## config.mk

```make
export PLATFORM = sky130hd
export DESIGN_NAME = trng_sampler_ctrl
export DESIGN_NICKNAME = d
export VERILOG_FILES = /design/src/rtl/trng_pkg.sv /design/src/rtl/trng_health_test.sv /design/src/rtl/trng_sampler_ctrl.sv
export SDC_FILE = /design/constraint.sdc
export NUM_CORES = 1
export LEC_CHECK = 0
export BUFFER_PORTS_ARGS = -buffer_cell sky130_fd_sc_hd__clkbuf_2
export CAP_MARGIN = 10
export CORE_ASPECT_RATIO = 0.9
export CORE_MARGIN = 3
export CORE_UTILIZATION = 40
export CTS_CLUSTER_SIZE = 12
export DETAILED_ROUTE_END_ITERATION = 16
export GPL_TIMING_DRIVEN = 0
export HOLD_SLACK_MARGIN = 0.05
export PLACE_DENSITY = 0.59
export REMOVE_ABC_BUFFERS = 1
export SETUP_SLACK_MARGIN = 0.5
export SKIP_LAST_GASP = 1
export SYNTH_ARGS = -nofsm -noshare
export SYNTH_HDL_FRONTEND = slang
export SYNTH_SLANG_ARGS = --single-unit
```

## constraint.sdc

```tcl
create_clock -name clk -period 6.5 [get_ports clk]
set_input_delay 0.975 -clock clk [delete_from_list [all_inputs] [get_ports clk]]
set_output_delay 0.975 -clock clk [all_outputs]
set_load 0.03 [all_outputs]
```

## src/rtl/trng_pkg.sv

```systemverilog
// rtl/trng_pkg.sv - shared constants for the TRNG sampling controller
package trng_pkg;

    localparam int WORD_W = 32;

    localparam int DEF_SAMPLE_DIV = 4096;
    localparam int DEF_FIFO_DEPTH = 4;
    localparam int DEF_RCT_CUTOFF = 32;
    localparam int DEF_APT_WINDOW = 512;
    localparam int DEF_APT_CUTOFF = 400;

    localparam logic [2:0] ST_IDLE    = 3'd0;
    localparam logic [2:0] ST_COLLECT = 3'd1;
    localparam logic [2:0] ST_PUSH    = 3'd2;
    localparam logic [2:0] ST_STALL   = 3'd3;
    localparam logic [2:0] ST_FAIL    = 3'd4;

endpackage

```

## src/rtl/trng_health_test.sv

```systemverilog
// rtl/trng_health_test.sv - repetition-count and adaptive-proportion health tests
module trng_health_test
    import trng_pkg::*;
#(
    parameter int RCT_CUTOFF = DEF_RCT_CUTOFF,
    parameter int APT_WINDOW = DEF_APT_WINDOW,
    parameter int APT_CUTOFF = DEF_APT_CUTOFF
) (
    input  logic clk,
    input  logic reset_n,
    input  logic sample,
    input  logic strobe,
    input  logic clear,
    output logic fail
);
    localparam int RW = $clog2(RCT_CUTOFF + 1);
    localparam int AW = $clog2(APT_CUTOFF + 1);
    localparam int IW = $clog2(APT_WINDOW);

    logic          seen_q, seen_d;
    logic          prev_q, prev_d;
    logic [RW-1:0] rct_q, rct_d;
    logic          ref_q, ref_d;
    logic [AW-1:0] apt_q, apt_d;
    logic [IW-1:0] idx_q, idx_d;

    // Counter update on each sample strobe; counters saturate at their cutoff
    always_comb begin
        seen_d = seen_q;
        prev_d = prev_q;
        rct_d  = rct_q;
        ref_d  = ref_q;
        apt_d  = apt_q;
        idx_d  = idx_q;
        if (strobe) begin
            seen_d = 1'b1;
            prev_d = sample;
            if (!seen_q || (sample != prev_q)) begin
                rct_d = RW'(1);
            end else if (rct_q != RW'(RCT_CUTOFF)) begin
                rct_d = rct_q + 1'b1;
            end
            if (idx_q == '0) begin
                ref_d = sample;
                apt_d = AW'(1);
            end else if ((sample == ref_q) && (apt_q != AW'(APT_CUTOFF))) begin
                apt_d = apt_q + 1'b1;
            end
            idx_d = idx_q + 1'b1;
        end
        if (clear) begin
            seen_d = 1'b0;
            prev_d = 1'b0;
            rct_d  = '0;
            ref_d  = 1'b0;
            apt_d  = '0;
            idx_d  = '0;
        end
        fail = strobe && ((rct_d == RW'(RCT_CUTOFF)) || (apt_d == AW'(APT_CUTOFF)));
    end

    // Health counter registers
    always_ff @(posedge clk or negedge reset_n) begin
        if (!reset_n) begin
            seen_q <= 1'b0;
            prev_q <= 1'b0;
            rct_q  <= '0;
            ref_q  <= 1'b0;
            apt_q  <= '0;
            idx_q  <= '0;
        end else begin
            seen_q <= seen_d;
            prev_q <= prev_d;
            rct_q  <= rct_d;
            ref_q  <= ref_d;
            apt_q  <= apt_d;
            idx_q  <= idx_d;
        end
    end

endmodule

```

## src/rtl/trng_sampler_ctrl.sv

```systemverilog
// rtl/trng_sampler_ctrl.sv - entropy sampling sequencer with health tests and word FIFO
module trng_sampler_ctrl
    import trng_pkg::*;
#(
    parameter int SAMPLE_DIV = DEF_SAMPLE_DIV,
    parameter int FIFO_DEPTH = DEF_FIFO_DEPTH,
    parameter int RCT_CUTOFF = DEF_RCT_CUTOFF,
    parameter int APT_WINDOW = DEF_APT_WINDOW,
    parameter int APT_CUTOFF = DEF_APT_CUTOFF
) (
    input  logic                          clk,
    input  logic                          reset_n,
    input  logic                          raw_bit,
    input  logic                          enable,
    input  logic                          rd_req,
    output logic                          rd_ack,
    output logic [WORD_W-1:0]             rd_data,
    output logic                          rd_valid,
    output logic                          ready,
    output logic [$clog2(FIFO_DEPTH):0]   fill_level,
    output logic                          health_fail,
    input  logic                          clear_fail
);
    localparam int TW = $clog2(SAMPLE_DIV);
    localparam int PW = $clog2(FIFO_DEPTH);
    localparam int CW = PW + 1;
    localparam int BW = $clog2(WORD_W);

    logic [2:0]        state_q, state_d;
    logic              sync1_q, sync1_d, sync2_q, sync2_d;
    logic [TW-1:0]     timer_q, timer_d;
    logic [WORD_W-1:0] acc_q, acc_d;
    logic [BW-1:0]     bit_ctr_q, bit_ctr_d;
    logic [WORD_W-1:0] mem_q [FIFO_DEPTH];
    logic [WORD_W-1:0] mem_d [FIFO_DEPTH];
    logic [PW-1:0]     wr_ptr_q, wr_ptr_d, rd_ptr_q, rd_ptr_d;
    logic [CW-1:0]     count_q, count_d;
    logic              rd_ack_q, rd_ack_d, rd_valid_q, rd_valid_d;
    logic [WORD_W-1:0] rd_data_q, rd_data_d;

    logic strobe, pop, push, health_clear, health_hit, flush;

    trng_health_test #(
        .RCT_CUTOFF (RCT_CUTOFF),
        .APT_WINDOW (APT_WINDOW),
        .APT_CUTOFF (APT_CUTOFF)
    ) u_health (
        .clk     (clk),
        .reset_n (reset_n),
        .sample  (sync2_q),
        .strobe  (strobe),
        .clear   (health_clear),
        .fail    (health_hit)
    );

    // FSM state register
    always_ff @(posedge clk or negedge reset_n) begin
        if (!reset_n) state_q <= ST_IDLE;
        else          state_q <= state_d;
    end

    // FSM next state; a health failure outranks completing a word
    always_comb begin
        state_d = state_q;
        case (state_q)
            ST_IDLE:    if (enable) state_d = ST_COLLECT;
            ST_COLLECT: begin
                if (!enable)                                      state_d = ST_IDLE;
                else if (health_hit)                             state_d = ST_FAIL;
                else if (strobe && bit_ctr_q == BW'(WORD_W - 1))  state_d = ST_PUSH;
            end
            ST_PUSH:    state_d = push ? ST_COLLECT : ST_STALL;
            ST_STALL:   if (push) state_d = ST_COLLECT;
            ST_FAIL:    if (clear_fail) state_d = ST_IDLE;
            default:    state_d = ST_IDLE;
        endcase
    end

    // FSM outputs: sample strobe, FIFO pop/push qualifiers, health clear
    always_comb begin
        strobe       = (state_q == ST_COLLECT) && enable && (timer_q == TW'(SAMPLE_DIV - 1));
        pop          = rd_req && (count_q != '0) && (state_q != ST_FAIL);
        push         = ((state_q == ST_PUSH) || (state_q == ST_STALL)) &&
                       ((count_q != CW'(FIFO_DEPTH)) || pop);
        health_clear = (state_q == ST_FAIL) && clear_fail;
    end

    // Synchronizer, sample timer and word accumulator
    always_comb begin
        flush     = (state_d == ST_FAIL);
        sync1_d   = raw_bit;
        sync2_d   = sync1_q;
        timer_d   = timer_q;
        acc_d     = acc_q;
        bit_ctr_d = bit_ctr_q;
        if ((state_q == ST_COLLECT) && enable) begin
            timer_d = strobe ? '0 : timer_q + 1'b1;
        end
        if (health_clear) timer_d = '0;
        if (flush) begin
            acc_d     = '0;
            bit_ctr_d = '0;
        end else if (strobe) begin
            acc_d     = {acc_q[WORD_W-2:0], sync2_q};
            bit_ctr_d = bit_ctr_q + 1'b1;
        end else if (push) begin
            bit_ctr_d = '0;
        end
    end

    // Word FIFO and registered read response
    always_comb begin
        mem_d      = mem_q;
        wr_ptr_d   = wr_ptr_q;
        rd_ptr_d   = rd_ptr_q;
        count_d    = count_q;
        rd_ack_d   = rd_req;
        rd_valid_d = pop;
        rd_data_d  = pop ? mem_q[rd_ptr_q] : '0;
        if (push) begin
            mem_d[wr_ptr_q] = acc_q;
            wr_ptr_d        = wr_ptr_q + 1'b1;
        end
        if (pop) rd_ptr_d = rd_ptr_q + 1'b1;
        if (push && !pop)      count_d = count_q + 1'b1;
        else if (pop && !push) count_d = count_q - 1'b1;
        if (flush) begin
            wr_ptr_d = '0;
            rd_ptr_d = '0;
            count_d  = '0;
        end
    end

    // Datapath and FIFO registers
    always_ff @(posedge clk or negedge reset_n) begin
        if (!reset_n) begin
            sync1_q    <= 1'b0;
            sync2_q    <= 1'b0;
            timer_q    <= '0;
            acc_q      <= '0;
            bit_ctr_q  <= '0;
            for (int i = 0; i < FIFO_DEPTH; i++) mem_q[i] <= '0;
            wr_ptr_q   <= '0;
            rd_ptr_q   <= '0;
            count_q    <= '0;
            rd_ack_q   <= 1'b0;
            rd_valid_q <= 1'b0;
            rd_data_q  <= '0;
        end else begin
            sync1_q    <= sync1_d;
            sync2_q    <= sync2_d;
            timer_q    <= timer_d;
            acc_q      <= acc_d;
            bit_ctr_q  <= bit_ctr_d;
            mem_q      <= mem_d;
            wr_ptr_q   <= wr_ptr_d;
            rd_ptr_q   <= rd_ptr_d;
            count_q    <= count_d;
            rd_ack_q   <= rd_ack_d;
            rd_valid_q <= rd_valid_d;
            rd_data_q  <= rd_data_d;
        end
    end

    assign rd_ack      = rd_ack_q;
    assign rd_valid    = rd_valid_q;
    assign rd_data     = rd_data_q;
    assign ready       = (count_q != '0);
    assign fill_level  = count_q;
    assign health_fail = (state_q == ST_FAIL);

endmodule

```

==> results by group, run 1 <==
Finish
  – Area Overhead vs Synth: 14.82%
  – Most frequent cells in the layout: dfrtp_1, mux2_2, nand2_1, a21oi_1, nor2_1
  – Fraction of layout cells with a size suffix above 1: 0.2949
  – Finished Layout Cells: 1,277
  – Nets@finish: roughly 930
  – Final Instance Area: approximately 13,000 um^2
  – Util after Layout: 0.4754
  – Fill count: 2,397
  – Commonest non-fill, non-tap cell in the layout: dfrtp_1
  – N_diodes: 0

Clock tree
  – TritonCTS clock tree: yes
  – H-tree levels: 1
  – Post-cts resize count: 0
  – # hold bufs at CTS: 0
  – CTS Root Cell: clkbuf_16
  – Cts bufs inserted: 27
  – Clock sink count: 250
  – Worst skew pair latency: between 0.5 and 0.6 ns
  – CTS max path bufs: 3
  – Reg clk slew, reported paths: about 0.06 ns
  – # Post-CTS Setup Buffers: 0

Worst setup path
  – Crit-path max FO: 45
  – Nature of the critical path startpoint: input pin
  – Reg2reg end: fill_level[1]
  – Max stage delay on crit path: 0.67 ns
  – WP data required: a little under 7 ns
  – CP Cell Sequence: clkbuf_2 > and4bb_2 > nand4_4 > a31oi_1 > o21bai_1 > or4b_1 > or3b_4 > a31oi_4 > buf_12 > a211oi_1
  – Worst path depth: 10
  – Slowest-stage cell, CP: nand4_4
  – WP buf/inv: 2
  – Crit path capture type: flop
  – CP arrival: 4.69 ns
  – Kind of critical path: in -> reg
  – Critical R2R Launch: state_q[2]
  – Reg2reg setup slack: between 2 and 2.5 ns
  – Reg2Reg Depth: 9
  – Crit path max-delay family: simple AND/OR/NAND/NOR gates

Synthesis
  – Cell Area, Synth: 10,990 um^2
  – EDFF count, synth: 0
  – Post-Synth Adder-Cell Area: 0.01662
  – Synth Register Bits: 250
  – Seq/Total Area, Yosys: 0.5690
  – Post-Synth Simple-Gate Area: 0.1251
  – Syn Inst Count: 872
  – Synth Area in Compound Gates: 0.04859
  – Mux share of post-synthesis cell area: 0.1967
  – Post-Synth XOR/XNOR Area: 0.01832
  – Most used DFF post-synth: dfrtp_1
  – YS warnings: 0
  – Main combinational cell family by area after synthesis: multiplexers
  – Synth async-reset ratio: 1.000
  – Count of different cell masters after synthesis: 57
  – Syn Area/Cell: between 10 and 15 um^2

Timing
  – Max Clock Skew: approximately 0.0099 ns
  – Period Utilization, post-route: 0.6600
  – Max Clock Freq: 233.1 MHz
  – Min cycle time layout: roughly 4.3 ns
  – RSZ-0062 raised after global routing: no
  – Setup_tns: 0 ns
  – Worst-Margin Slew: 1.116 ns
  – # setup viols final: 0
  – Final hold violation count: 0
  – Max-slew violation count: 0
  – Relative slew slack: 0.2523

Power and ir drop
  – LEAKAGE: 6.062 nW
  – P per Cell Area: 279.8 nW/um^2
  – Worst VDD drop: 0.2310 mV

Global routing
  – Largest net degree at the start of global routing: 91
  – Initial antenna violation count: 0
  – GR Overflow Total: 0
  – Number of global-route vias before repair: between 6,000 and 7,000
  – Global-route wire length before repair: 36.65 mm
  – GRT Resource Usage Total: 0.1502

Floorplan
  – Cell row count: 56
  – Starting Density: 0.4140
  – Die width: 180.8 um
  – Die area: 29,510 um^2
  – I/O pin cnt: 45
  – Chip Height: 163.3 um
  – Core area: 26,560 um^2

Drt
  – Antenna Nets Post-Route: 0
  – WL/cell: 17.01 um
  – Starting DRT DRC Count: 370
  – TritonRoute pass-1 iters: 4
  – DR DRC count: 0
  – Vias per inst: 5.237
  – Drt total wl: 21.72 mm
  – Vias: 6,688

Placement
  – DP Area: 11,710 um^2
  – # port buffers: 44
  – RePlAce Congestion: 0.7534
  – Total placed cells including tap cells: 1,229
  – Hpwl dp: 13.05 mm

Flow run
  – Max cap viols: 0

Hold path
  – Hold Path Class: reg -> reg
  – Hold EP: sync2_q
  – WHS Path Cells: 0
  – Hold Crit Start: sync1_q

Status
  – Outcome: complete, no violations
## report_power, final
group | leakage [nW] | total (W) | switching, W | internal, W
clock network | 0.436 | 0.00151 | 0.000605 | 0.000907
logic | 2.19 | 0.000352 | 0.000198 | 0.000154
registers | 3.43 | 0.00167 | 0.0000777 | 0.00159
## flip-flops by register name, summed over array words and instances, names as in the netlist
name,count
mem_q,128
acc_q,32
rd_data,32
timer_q,12
u_health.apt_q,9
u_health.idx_q,9
u_health.rct_q,6
bit_ctr_q,5
fill_level,3
state_q,3
rd_ptr_q,2
wr_ptr_q,2
rd_ack,1
rd_valid,1
sync1_q,1
sync2_q,1
u_health.prev_q,1
u_health.ref_q,1
u_health.seen_q,1
## layer usage
| layer | routed length [um] | global-route usage | vias up |
|---|---|---|---|
| met5 | 0 | 0 | - |
| met4 | 497 | 0.03418 | 0 |
| met3 | 576 | 0.02093 | 30 |
| met2 | 10330 | 0.2506 | 68 |
| met1 | 10320 | 0.2109 | 3426 |
| li1 | - | - | 3164 |
## worst max path at each step
stage,from,end,slack [ns]
CTS,state_q[2],fill_level[1],2.24
global placement,reset_n,mem_q[4],-0.79
global route,state_q[2],acc_q[31],2.00
finish,enable,fill_level[1],2.21
detailed placement,enable,fill_level[1],1.66
floorplan,enable,bit_ctr_q[0],2.35
## Yosys cell counts (2+ instances only)
cell | instances | area [um^2]
o211ai_1 | 2 | 15.01
xnor2_1 | 8 | 70.07
nand3_1 | 17 | 85.08
mux4_2 | 32 | 720.7
xor2_1 | 15 | 131.4
nand2b_1 | 2 | 12.51
nor3_1 | 7 | 35.03
and4_1 | 4 | 35.03
and3_1 | 7 | 43.79
dfrtp_1 | 250 | 6256
ha_1 | 13 | 162.7
nand4b_1 | 2 | 17.52
nand3b_1 | 3 | 22.52
buf_6 | 4 | 45.04
nand4_1 | 14 | 87.58
nand2_1 | 102 | 382.9
a21oi_1 | 48 | 240.2
or2_2 | 3 | 18.77
o22a_1 | 2 | 17.52
buf_1 | 16 | 60.06
nor4_1 | 4 | 25.02
or3_1 | 5 | 31.28
nor2b_1 | 2 | 12.51
and4bb_2 | 2 | 25.02
a31oi_1 | 5 | 31.28
o21ai_0 | 14 | 70.07
and2_1 | 34 | 212.7
inv_1 | 20 | 75.07
clkbuf_1 | 23 | 86.33
a41oi_1 | 2 | 17.52
a211oi_1 | 6 | 45.04
mux2_2 | 128 | 1441
or4_1 | 4 | 30.03
o32ai_1 | 2 | 17.52
nor2_1 | 48 | 180.2
## area by class of cell
cell class / instances / area, um^2 / share of cell area
Clock buffer: 42 / 822.0 / 0.06512
Clock inverter: 5 / 67.56 / 0.005352
Inverter: 21 / 78.83 / 0.006244
Multi-Input combinational cell: 556 / 4482 / 0.3550
Sequential cell: 250 / 6259 / 0.4958
Tap cell: 348 / 435.4 / 0.03449
Timing Repair Buffer: 55 / 479.2 / 0.03796
## stage by stage
| stage | total power, W | worst slack, ns | hold slack (ns) |
|---|---|---|---|
| after CTS | 0.003588 | 2.237 | 0.3569 |
| after floorplan | 0.001893 | 2.353 | 0.3312 |
| final | 0.003532 | 2.210 | 0.3564 |
| after global placement | 0.002021 | -0.7936 | 0.3364 |
| after detailed placement | 0.002055 | 1.664 | 0.3425 |
| after global routing | 0.003678 | 2.001 | 0.3674 |
## cell families (layout without fill, tap and decap cells)
kind of cell | Yosys count | in the layout
and+or+nand+nor | 270 | 270
muxes | 160 | 160
DFF | 250 | 250
AOI/OAI and AO/OA | 89 | 89
buffers and inverters | 66 | 123
adders and majority gates | 14 | 14
xor gates and xnor gates | 23 | 23
Power figures use the tool's default switching activity.
==> inputs of run 2 (changes only) <==
==> constraint.sdc (replaced) <==
create_clock -name clk -period 4.4 [get_ports clk]
set_input_delay 0.66 -clock clk [delete_from_list [all_inputs] [get_ports clk]]
set_output_delay 0.66 -clock clk [all_outputs]
set_load 0.03 [all_outputs]
==> run 2 against run 1 <==
  * Total power grew 48%
  * First-iteration DRC count fell by 0.81%
  * Setup slack worse by 1.5 ns
  * Utilization grew 0.12 points
  * Via count grew 0.99%
  * Cell count grew 0.16%
  * Global-route usage up 0.44 points
  * Largest power group unchanged
==> results by group, run 2 (synthesis results as in run 1) <==
Drt
  – Drt total wl: 22.47 mm (+3.4%)
  – Starting DRT DRC Count: 367 (-0.81%)
  – Antenna Nets Post-Route: 0 (unchanged)
  – Vias per inst: 5.281 (+0.83%)
  – DR DRC count: 0 (unchanged)
  – WL/cell: 17.57 um (+3.3%)
  – Vias: 6,754 (+0.99%)
  – TritonRoute pass-1 iters: 4 (unchanged)

Clock tree
  – Worst skew pair latency: 0.53 ns (about the same)
  – CTS max path bufs: 3 (unchanged)
  – TritonCTS clock tree: yes
  – H-tree levels: 1 (unchanged)
  – Clock sink count: 250 (unchanged)
  – CTS Root Cell: clkbuf_16
  – Cts bufs inserted: 27 (unchanged)
  – Reg clk slew, reported paths: 0.06 ns (about the same)

Power and ir drop
  – Worst VDD drop: 0.3422 mV (+48%)
  – LEAKAGE: 6.083 nW (+0.35%)
  – P per Cell Area: 413.0 nW/um^2 (+48%)
  – Tot Pwr: 0.005227 W (+48%)

Worst setup path
  – Slowest-stage cell, CP: or4b_1
  – CP Cell Sequence: ha_1 > and4_1 > nand4_4 > a31oi_1 > o21bai_1 > or4b_1 > or3b_4 > a31oi_4 > buf_12 > a211oi_1
  – Reg2reg setup slack: 0.76 ns (-1.46 ns)
  – Crit-path max FO: 27 (-40%)
  – Crit path capture type: flop
  – Kind of critical path: reg -> reg
  – Max stage delay on crit path: 0.54 ns (-0.13 ns)
  – WP data required: 4.80 ns (-2.10 ns)
  – CP arrival: 4.04 ns (-0.65 ns)
  – Nature of the critical path startpoint: flop

Placement
  – Hpwl dp: 13.05 mm (unchanged)
  – # port buffers: 44 (unchanged)
  – RePlAce Congestion: 0.7534 (unchanged)

Timing
  – Max Clock Skew: 0.01031 ns (+0.0003820 ns)
  – Worst-Margin Slew: 1.116 ns (-0.0003418 ns)
  – # setup viols final: 0 (unchanged)
  – RSZ-0062 raised after global routing: no
  – Setup_tns: 0 ns (unchanged)
  – Period Utilization, post-route: 0.8276
  – Min cycle time layout: 3.641 ns
  – Max Clock Freq: 274.6 MHz
  – Final hold violation count: 0 (unchanged)
  – Relative slew slack: 0.2526 (about the same)
  – Max-slew violation count: 0 (unchanged)

Floorplan
  – Chip Height: 163.3 um (unchanged)
  – Core area: 26,560 um^2 (unchanged)
  – Starting Density: 0.4140 (unchanged)
  – Cell row count: 56 (unchanged)
  – Die area: 29,510 um^2 (unchanged)
  – I/O pin cnt: 45 (unchanged)
  – Die width: 180.8 um (unchanged)

Global routing
  – Number of global-route vias before repair: 6,901 (+0.26%)
  – Largest net degree at the start of global routing: 91 (unchanged)
  – GRT Resource Usage Total: 0.1546 (+0.004408)
  – Initial antenna violation count: 0 (unchanged)
  – GR Overflow Total: 0 (unchanged)
  – Global-route wire length before repair: 37.36 mm (+1.9%)

Finish
  – Area Overhead vs Synth: 15.11%
  – Largest register FFs: 128 (unchanged)
  – Most frequent cells in the layout: dfrtp_1, mux2_2, nand2_1, a21oi_1, nor2_1
  – Nets@finish: 933 (+0.21%)
  – Fill count: 2,392 (-0.21%)
  – Most flop-heavy register: mem_q
  – N_diodes: 0 (unchanged)
  – Commonest non-fill, non-tap cell in the layout: dfrtp_1
  – Fraction of layout cells with a size suffix above 1: 0.2965 (+0.001515)

Hold path
  – Hold Path Class: in -> async

Flow run
  – Max cap viols: 0 (unchanged)

Status
  – Outcome: complete, no violations
-- run 2: cell types whose count changed in the layout (fill, tap and decap cells not counted), sizes merged --
cell | previous run | this run
nand4 | 15 | 16
buf | 11 | 12
-- run 2: stage by stage --
stage | setup slack, ns | util | area (um^2) | hold WS [ns] | instances
final | 0.7587 | 0.4766 | 12660 | 0.1805 | 1279
after global placement | -2.579 | 0.4310 | 11450 | 0.3364 | 1219
after detailed placement | -0.1209 | 0.4408 | 11710 | 0.3425 | 1229
after global routing | 0.6251 | 0.4766 | 12660 | 0.2072 | 1279
after CTS | 0.8021 | 0.4755 | 12630 | 0.2039 | 1278
after floorplan | 0.5684 | - | 10790 | 0.3312 | 827
-- run 2: path summary, 6_finish.rpt --
check | startpoint | end | cells past startpoint
worst min register to register | sync1_q | sync2_q | 0
worst max-delay path | timer_q[0] | fill_level[1] | 10
worst max register to register | timer_q[0] | fill_level[1] | 10
min in group clk | raw_bit | sync1_q | 1
worst min-delay path | reset_n | rd_data[11] | 1
max in group asynchronous | reset_n | rd_ptr_q[1] | 2
-- run 2: per-layer routing --
metal	global-route usage	routed length [um]
met2	0.2554	10640
met1	0.2203	10740
met4	0.03383	474
met5	0	0
met3	0.02093	618
-- run 2: power by group --
group          switching, W  internal, W  leakage (nW)
logic              0.000297     0.000228          2.21
clock network      0.000899      0.00134         0.436
registers          0.000115      0.00235          3.43
-- run 2: cell type report --
class                   instances  area (um^2)  share of cell area
inverters                      21        78.83            0.006228
well taps                     348        435.4             0.03440
clock buffers                  42        822.0             0.06495
repair buffers                 56        499.2             0.03945
clock inverters                 5        67.56            0.005339
flip-flops and latches        250         6259              0.4945
multi-input cells             557         4494              0.3551
-- run 2: timing repair --
item                       in CTS  in global routing
hold buffers                    0                  0
resized for setup               0                  0
buffers inserted                1                  0
setup endpoints to repair      45                  0
-- run 2: critical path, delay by kind of cell (launching register included) --
kind,cells,cell delay [ns]
adders and majority gates,1,0.24
AOI/OAI and AO/OA,4,0.71
buffers and inverters,1,0.23
DFF,1,0.42
and+or+nand+nor,4,1.88
==> inputs of run 3 (changes only) <==
==> constraint.sdc (replaced) <==
create_clock -name clk -period 3.4 [get_ports clk]
set_input_delay 0.51 -clock clk [delete_from_list [all_inputs] [get_ports clk]]
set_output_delay 0.51 -clock clk [all_outputs]
set_load 0.03 [all_outputs]
==> run 3 against run 2 <==
  * Highest routed layer unchanged
  * Sequential share of layout area fell by 2.4 points
  * Critical endpoint is now acc_q[8]
  * Non-clock buffer count increased by 39
  * Register-to-register slack lost 0.45 ns
  * Wire length increased by 8.3%
  * Combinational power increased by 37%
  * Sequential power is 30% higher
  * Largest cell class unchanged
  * Cell count up 3.3%
  * Final area up 5.2%
  * Clock skew shrank 0.0014 ns
==> results by group, run 3 (synthesis results as in run 1) <==
Drt
  – Drt total wl: 24.35 mm (+8.3%)
  – Starting DRT DRC Count: 427 (+16%)
  – DR DRC count: 0 (unchanged)
  – Met3 WL: 1.063 mm (+72%)
  – WL/cell: 18.43 um (+4.9%)
  – Met1 Routed Length: 11.14 mm (+3.8%)
  – Vias: 7,017 (+3.9%)
  – Vias per inst: 5.312 (+0.59%)
  – TritonRoute pass-1 iters: 4 (unchanged)
  – Highest Signal Layer: met4
  – Antenna Nets Post-Route: 0 (unchanged)
  – DR WL met2: 11.58 mm (+8.8%)

Floorplan
  – Die area: 29,510 um^2 (unchanged)
  – I/O pin cnt: 45 (unchanged)
  – Core area: 26,560 um^2 (unchanged)
  – Starting Density: 0.4140 (unchanged)
  – Die width: 180.8 um (unchanged)
  – Chip Height: 163.3 um (unchanged)
  – Cell row count: 56 (unchanged)

Finish
  – Util after Layout: 0.5016 (+0.02497)
  – Most flop-heavy register: mem_q
  – Commonest non-fill, non-tap cell in the layout: dfrtp_1
  – Most frequent cells in the layout: dfrtp_1, mux2_2, nand2_1, clkbuf_2, nor2_1
  – Nets@finish: 975 (+4.5%)
  – Largest register FFs: 128 (unchanged)
  – N_diodes: 0 (unchanged)
  – Area Overhead vs Synth: 21.14%
  – Fraction of layout cells with a size suffix above 1: 0.3731 (+0.07662)

Clock tree
  – H-tree levels: 1 (unchanged)
  – Clock sink count: 250 (unchanged)
  – Cts bufs inserted: 27 (unchanged)
  – CTS max path bufs: 3 (unchanged)
  – Worst skew pair latency: 0.54 ns (about the same)
  – CTS Root Cell: clkbuf_16
  – Reg clk slew, reported paths: 0.06 ns (about the same)
  – TritonCTS clock tree: yes

Global routing
  – Largest net degree at the start of global routing: 91 (unchanged)
  – Initial antenna violation count: 0 (unchanged)
  – GR Overflow Total: 0 (unchanged)
  – Global-route wire length before repair: 38.94 mm (+4.2%)
  – GRT Resource Usage Total: 0.1613 (+0.006781)
  – Number of global-route vias before repair: 7,172 (+3.9%)

Worst setup path
  – Critical R2R Launch: state_q[0]
  – Kind of critical path: reg -> reg
  – Reg2reg setup slack: 0.31 ns (-0.45 ns)
  – Reg2reg end: acc_q[8]
  – Crit path capture type: flop
  – Critical Path Sink: acc_q[8]
  – CP arrival: 3.51 ns (-0.53 ns)
  – Crit-path max FO: 6 (-78%)
  – WP data required: 3.82 ns (-0.98 ns)
  – Worst Setup SP: state_q[0]
  – Reg2Reg Depth: 11 (+1)
  – Nature of the critical path startpoint: flop

Timing
  – Min cycle time layout: 3.093 ns (-0.5482 ns)
  – Worst-Margin Slew: 0.8313 ns (-0.2846 ns)
  – Final WS setup: 0.3069 ns (-0.4518 ns)
  – # setup viols final: 0 (unchanged)
  – Period Utilization, post-route: 0.9097 (+0.08216)
  – Max-slew violation count: 0 (unchanged)
  – Final hold violation count: 0 (unchanged)
  – Relative slew slack: 0.4445 (+0.1919)
  – Max Clock Skew: 0.008907 ns (-0.001399 ns)
  – Setup_tns: 0 ns (unchanged)
  – Max Clock Freq: 323.3 MHz (+18%)
  – RSZ-0062 raised after global routing: yes

Power and ir drop
  – Int Pwr: 0.005093 W (+30%)
  – Switching share of power: 0.2525 (+0.001853)
  – Sw Pwr: 0.001720 W (+31%)
  – Clk network pwr share: 0.425 (-0.003)
  – P per Cell Area: 511.5 nW/um^2 (+24%)
  – Seq pwr share: 0.470 (-0.002)
  – LEAKAGE: 6.356 nW (+4.5%)
  – Worst VDD drop: 0.4457 mV (+30%)
  – Comb pwr share: 0.105 (+0.005)

Flow run
  – Max cap viols: 0 (unchanged)

Status
  – Outcome: complete, no violations

Placement
  – Hpwl dp: 13.05 mm (unchanged)
  – RePlAce Congestion: 0.7534 (unchanged)
  – Worst slack, placed: -0.9709 ns (-0.8500 ns)
  – # port buffers: 44 (unchanged)

Hold path
  – Hold Path Class: in -> async
run 3: changes by cell type in the layout (fill, tap and decap cells not counted), sizes merged:
cell and delta:
and4 +1, buf +36, nand4 +1, clkbuf +3, and4bb +1
run 3: through the flow:
stage	std cells	total power, W	cell area (um^2)	hold slack, ns
floorplan	827	0.003620	10790	0.2144
global placement	1219	0.003863	11450	0.3364
detailed placement	1229	0.003928	11710	0.3425
CTS	1309	0.006891	13020	0.05387
global route	1321	0.007078	13320	0.05719
finish	1321	0.006813	13320	0.03365
run 3: power groups by stage:
stage                     Combinational, W  Sequential [W]  Clock [W]
final                             0.000717         0.00320    0.00290
after detailed placement          0.000681         0.00325          0
after global routing              0.000781         0.00322    0.00308
after CTS                         0.000707         0.00320    0.00298
after floorplan                   0.000295         0.00333          0
after global placement            0.000471         0.00339          0
run 3: how the worst min path moves through the flow:
stage | from | to | slack, ns | cells past startpoint
floorplan | reset_n | acc_q[0] | 0.21 | 0
global placement | sync1_q | sync2_q | 0.34 | 0
detailed placement | sync1_q | sync2_q | 0.34 | 0
CTS | reset_n | mem_q[75] | 0.05 | 1
global route | raw_bit | sync1_q | 0.06 | 1
finish | reset_n | rd_data[11] | 0.03 | 1
run 3: critical path: stages (launching register included):
cell,delay (ns)
dfrtp_1,0.52
and4bb_4,0.29
buf_4,0.14
nand4_4,0.13
a31oi_1,0.17
o21bai_1,0.11
or4b_4,0.53
or3b_4,0.43
a31oi_4,0.28
buf_12,0.18
clkbuf_16,0.15
a21oi_1,0.04
run 3: per-layer routing:
layer / up-vias / track usage
met5: - / 0
met4: 0 / 0.03907
met1: 3596 / 0.2233
met3: 35 / 0.02650
met2: 122 / 0.2689
li1: 3264 / -
run 3: repair_timing:
action	in CTS	in global routing
buffers inserted	29	6
hold buffers	0	0
pin swaps	12	14
gates cloned	4	5
gates resized for setup	29	31
setup endpoints to repair	79	63
run 3: cell type report:
class,count,area (um^2)
Clock inverter,5,67.56
Tap cell,348,435.4
Multi-Input combinational cell,560,4757
Timing Repair Buffer,95,893.4
Clock buffer,42,822.0
Inverter,21,78.83
Fill cell,2319,13240
Sequential cell,250,6265
